<file path="src/rtl/fsm_cpu.sv">
// CPU-side sender of the four-phase send/ack link: streams an incrementing
// DATA_W-bit word to the peripheral, with ack synchronized into clk2.
//
// state   | meaning
// --------+---------------------------------------------------------
// IDLE    | reset state, send low; gives data a setup cycle
// REQ     | send high, waiting for synchronized ack to rise
// RELEASE | send low, waiting for synchronized ack to fall
// NEXT    | send low, data advances to the next word
module fsm_cpu #(
  parameter int DATA_W      = 3,
  parameter int SYNC_STAGES = 2
) (
  input  logic              clk2,
  input  logic              rst2,
  input  logic              ack,
  output logic              send,
  output logic [DATA_W-1:0] data
);

  typedef enum logic [1:0] {
    S_IDLE    = 2'd0,
    S_REQ     = 2'd1,
    S_RELEASE = 2'd2,
    S_NEXT    = 2'd3
  } state_t;

  state_t                 r_state;
  state_t                 w_next;
  logic [SYNC_STAGES-1:0] r_ack_sync;
  logic                   w_ack_s;
  logic                   r_send;
  logic                   w_send_next;
  logic [DATA_W-1:0]      r_data;
  logic [DATA_W-1:0]      w_data_next;

  // ack comes from an unrelated clock domain; only the last stage is used
  always_ff @(posedge clk2 or posedge rst2) begin
    if (rst2) begin
      r_ack_sync <= '0;
    end else begin
      r_ack_sync <= {r_ack_sync[SYNC_STAGES-2:0], ack};
    end
  end

  assign w_ack_s = r_ack_sync[SYNC_STAGES-1];

  always_ff @(posedge clk2 or posedge rst2) begin
    if (rst2) begin
      r_state <= S_IDLE;
      r_send  <= 1'b0;
      r_data  <= '0;
    end else begin
      r_state <= w_next;
      r_send  <= w_send_next;
      r_data  <= w_data_next;
    end
  end

  // send and data are registered from the next state so they never glitch
  always_comb begin
    w_next      = S_IDLE;
    w_send_next = 1'b0;
    w_data_next = r_data;
    case (r_state)
      S_IDLE:    w_next = S_REQ;
      S_REQ:     w_next = w_ack_s ? S_RELEASE : S_REQ;
      S_RELEASE: w_next = w_ack_s ? S_RELEASE : S_NEXT;
      S_NEXT:    w_next = S_REQ;
      default:   w_next = S_IDLE;
    endcase
    w_send_next = (w_next == S_REQ);
    if (w_next == S_NEXT) begin
      w_data_next = r_data + DATA_W'(1);
    end
  end

  assign send = r_send;
  assign data = r_data;

endmodule

</file>
<file path="config.mk">
export PLATFORM = sky130hd
export DESIGN_NAME = fsm_cpu
export DESIGN_NICKNAME = d
export VERILOG_FILES = /design/src/rtl/fsm_cpu.sv
export SDC_FILE = /design/constraint.sdc
export NUM_CORES = 1
export LEC_CHECK = 0
export ABC_AREA = 0
export BUFFER_PORTS_ARGS = -buffer_cell sky130_fd_sc_hd__buf_4
export CAP_MARGIN = 40
export CORE_AREA = 10 10 47 49
export DETAILED_ROUTE_END_ITERATION = 16
export DIE_AREA = 0 0 57 59
export GPL_TIMING_DRIVEN = 0
export SLEW_MARGIN = 10
export SYNTH_ARGS = -nofsm -noshare
export SYNTH_HDL_FRONTEND = slang
export SYNTH_SLANG_ARGS = --single-unit
</file>
<file path="constraint.sdc">
create_clock -name clk2 -period 1.4 [get_ports clk2]
set_input_delay 0 -clock clk2 [delete_from_list [all_inputs] [get_ports clk2]]
set_output_delay 0 -clock clk2 [all_outputs]
set_load 0.02 [all_outputs]
</file>
---- Word level (Yosys, flattened, before mapping) ----
Index checks and enable logic that the tools add are counted.
W data, S select, Z words.
storage, ports and cells
  register bits ........................... 8
  input bits .............................. 3
  logic and storage cells ................. 15
  output and inout bits ................... 4
operators by class
  multiplexer cells ....................... 3
  equal/unequal tests ..................... 5
  reductions and logical operators ........ 2
  add/subtract/negate cells ............... 1
operators by type and width
  kind                   count
  $eq A2 B2 Y1 const B   3
  $pmux W2 S3            1
  $eq A2 B1 Y1 const B   2
  $add A3 B1 Y3 const B  1
  $logic_not A2 Y1       1
  $mux W2                1
  $reduce_or A2 Y1       1
  $mux W1                1

---- Longest topological paths before layout ----
  depth in word-level cells ............... 4
  mapped depth ............................ 5
  mapped depth without buffers ............ 5

---- Worst setup path after synthesis ----
OpenSTA, ideal clock, no wires.
  kind .................................... flip-flop to flip-flop
  start ................................... register r_state[0]
  end ..................................... register r_data[1] (netlist: data[1])
  path buffers ............................ 0
  cell stages (with the launch flop) ...... 6
  required time ........................... 1.274 ns
  path slack .............................. 0.192 ns
  library setup time ...................... 0.126 ns
  arrival ................................. 1.082 ns
  period minus slack after synthesis ...... 1.208 ns
  cells stage by stage .................... dfrtp_1 -> inv_1 -> ha_1 -> nand2b_2 -> o221ai_1 -> a21oi_1
on the way
  cells in the longest elaborated chain, start to end .. 4
ends and longest elaborated chain
  element                                           RTL line  source
  start, declared                                   28        state_t r_state;
  start signal, assigned                            54        r_state <= w_next;
  $eq A2 B2 Y1 or $logic_not A2 Y1 (tied branches)  65        case (r_state)
  $reduce_or A2 Y1 (no source line)                 n/a
  $pmux W2 S3 (*)                                   65
  net w_next[0]                                     29        state_t w_next;
  $eq A2 B2 Y1 (*)                                  73        if (w_next == S_NEXT) begin
  end signal, assigned                              56        r_data <= w_data_next;
  end, declared                                     34        logic [DATA_W-1:0] r_data;
The timed path passes the listed nets; every way through them passes the cells marked *.
A chain may end at the register's enable or synchronous reset.

---- Worst setup path in the final report ----
Ends and elaborated chain as after synthesis.

==> flow_summary.yaml <==
global_route:
  grt_max_degree: 9
  grt_pass1_vias: 265
  antenna_found_initial: 0
  grt_pass1_wl_mm: 1.000
  grt_overflow_total: 0
  grt.total_usage: 0.03683
logic_synthesis:
  ys_ff_latch: 8
  synth_cells: 30
  synth.avg_cell_area_um2: 12.05
  syn_area_um2: 361.6
  synth-warning-count: 0
  synth-seq-area-share: 0.5536
  synth_cell_types: 14
  syn_nets: 36
timing:
  period_minus_slack_ps: 1300
  setup_slack_ps: 100.3
  slew_viol_final: 0
  tns_ps: 0
  fin_skew_ps: 1.070
  setup-violations-final: 0
  period_share: 0.9284
  grt_setup_unrepaired: "no"
  max-slew-margin-rel: 0.7991
  worstMarginPinSlew_ps: 301.0
  fmax_mhz: 769.4
  hold_violations: 0
setup_path:
  slowest_stage: "dfrtp_1"
  endpoint: "data[1]"
  crit_family: "flip-flops"
  path_cells: "inv_1 -> ha_1 -> nand2b_2 -> o221ai_1 -> a21oi_1"
  end_kind: "flip-flop"
  startpoint: "r_state[0]"
  r2r-start: "r_state[0]"
  slowest_delay_ps: 340
  cp.arrival_ps: 1420
  r2r_slack_ps: 100
  path_buf_inv: 1
  start_kind: "flip-flop"
  worstSetupPathType: "flip-flop to flip-flop"
  required_ps: 1520
  crit_path_max_fanout: 4
  critical_path_depth: 5
  ff2ff_path_depth: 5
  r2r_end: "data[1]"
die:
  start_util: 0.2580
  num_rows: 14
  pin_count: 7
  core_mm2: 0.001401
  dieArea_mm2: 0.003363
  die_w_um: 57
  die_h_um: 59
routing:
  drt_pre_antenna_iters: 2
  vias: 239
  wirelength_um: 583
  drt_iter0_markers: 3
  drc: 0
  via_per_inst: 4.193
  ant_nets: 0
  routedWlPerCell_um: 10.23
clock_network:
  cts_resized: 0
  postCtsSetupRepairBufs: 0
  cts_hold_buf: 2
  cts_root_buf: "clkbuf_4"
  htree_levels: 1
  cts.clk_slew.worst_paths_ps: 50
  cts_tree: "done"
  clockBufferDepth: 2
  clk_latency_ps: 240
  numCtsBuffers: 3
  cts_sinks: 8
layout:
  drive_above_1_share: 0.2927
  multiInputGateArea_um2: 142.6
  diodes: 0
  nNetsFinal: 49
  register_area_um2: 200.2
  syn_to_final_growth_pct: 29.76
  final_common_cell: "dfrtp_1"
  layout_common_cells: "dfrtp_1, buf_4, inv_1"
  n_fill_cell: 149
pwr:
  internal-power_mw: 0.6973
  p_comb_frac: 0.505
  p_leak_nw: 0.2235
  ir_worst_vdd_mv: 1.106
  p_sw_mw: 0.4222
  power_density_mw_per_mm2: 2386
  p_seq_frac: 0.346
  clock_power_share: 0.148
  p_sw_frac: 0.3771
place:
  pre_cts_ws_ps: 95.13
  port_buffers: 6
  hpwl_um: 445.5
  place_congestion: 0.7844
run:
  cap_violations: 0
outcome:
  status: "completed"
hold_path:
  hold_class: "input port to async pin"
metal layers:
metal / vias to the layer above / GRT usage / wire (um)
li1: 124 / - / -
met1: 107 / 0.03828 / 301
met2: 6 / 0.05271 / 242
met3: 2 / 0.01717 / 34
met4: 0 / 0.03691 / 5
met5: - / 0 / 0
cell families after synthesis:
group,after synthesis,synth area share
buffers and inverters,5,0.05191
flip-flops,8,0.5536
AO/OA/AOI/OAI,6,0.1038
adder cells (fa/ha/maj),3,0.1038
AND/OR/NAND/NOR,5,0.09690
XOR/XNOR,2,0.04845
multiplexers,1,0.04151
worst reg2reg max path: stages (launching register included):
cell and delay (ps):
dfrtp_1 340, inv_1 50, ha_1 310, nand2b_2 220
o221ai_1 190, a21oi_1 70
area by class of cell:
cell class	count	share of cell area
repair buffers	8	0.1387
multi-input cells	17	0.3040
inverters	5	0.04000
flip-flops and latches	8	0.4267
clock buffers	3	0.04800
well taps	16	0.04267
cell usage after synthesis:
master / number / area, um^2
dfrtp_1: 8 / 200.2
nand2_1: 1 / 3.750
nand2b_1: 1 / 6.260
xnor2_1: 2 / 17.52
or3_1: 1 / 6.260
o221ai_1: 1 / 8.760
o211ai_1: 1 / 7.510
nand3_2: 1 / 10.01
ha_1: 3 / 37.54
inv_1: 5 / 18.77
mux2_4: 1 / 15.01
o22ai_1: 1 / 6.260
nand2b_2: 1 / 8.760
a21oi_1: 3 / 15.01
state kept, by name (all words and copies together) (netlist names):
signal,count
data,3
r_ack_sync,2
r_state,2
send,1
worst min path at each step:
stage               slack [ps]  cells past startpoint          to  start
floorplan                 -180                      1     data[0]   rst2
global placement           -40                      2     data[1]   rst2
detailed placement         -30                      2     data[1]   rst2
CTS                        250                      3     data[1]   rst2
global route               290                      3  r_state[1]   rst2
finish                     260                      3     data[1]   rst2
metrics by stage:
stage               hold slack [ps]  total power, mW  utilization  std cells  instance area [um^2]
floorplan                    -184.3           0.7892            -         30                 361.6
global placement             -36.13           0.9546       0.3045         52                 426.7
detailed placement           -29.51           0.9560       0.3045         52                 426.7
CTS                           253.3            1.139       0.3348         57                 469.2
global route                  294.4            1.215       0.3348         57                 469.2
finish                        261.0            1.120       0.3348         57                 469.2
power by group through the flow:
stage | registers (mW) | logic (mW) | clock network, mW
3_3_place_gp | 0.390 | 0.565 | 0
3_5_place_dp | 0.396 | 0.560 | 0
5_1_grt | 0.404 | 0.630 | 0.180
4_1_cts | 0.390 | 0.573 | 0.176
2_1_floorplan | 0.457 | 0.332 | 0
6_report | 0.388 | 0.566 | 0.166
No activity file was read; power rests on OpenSTA's default activity.
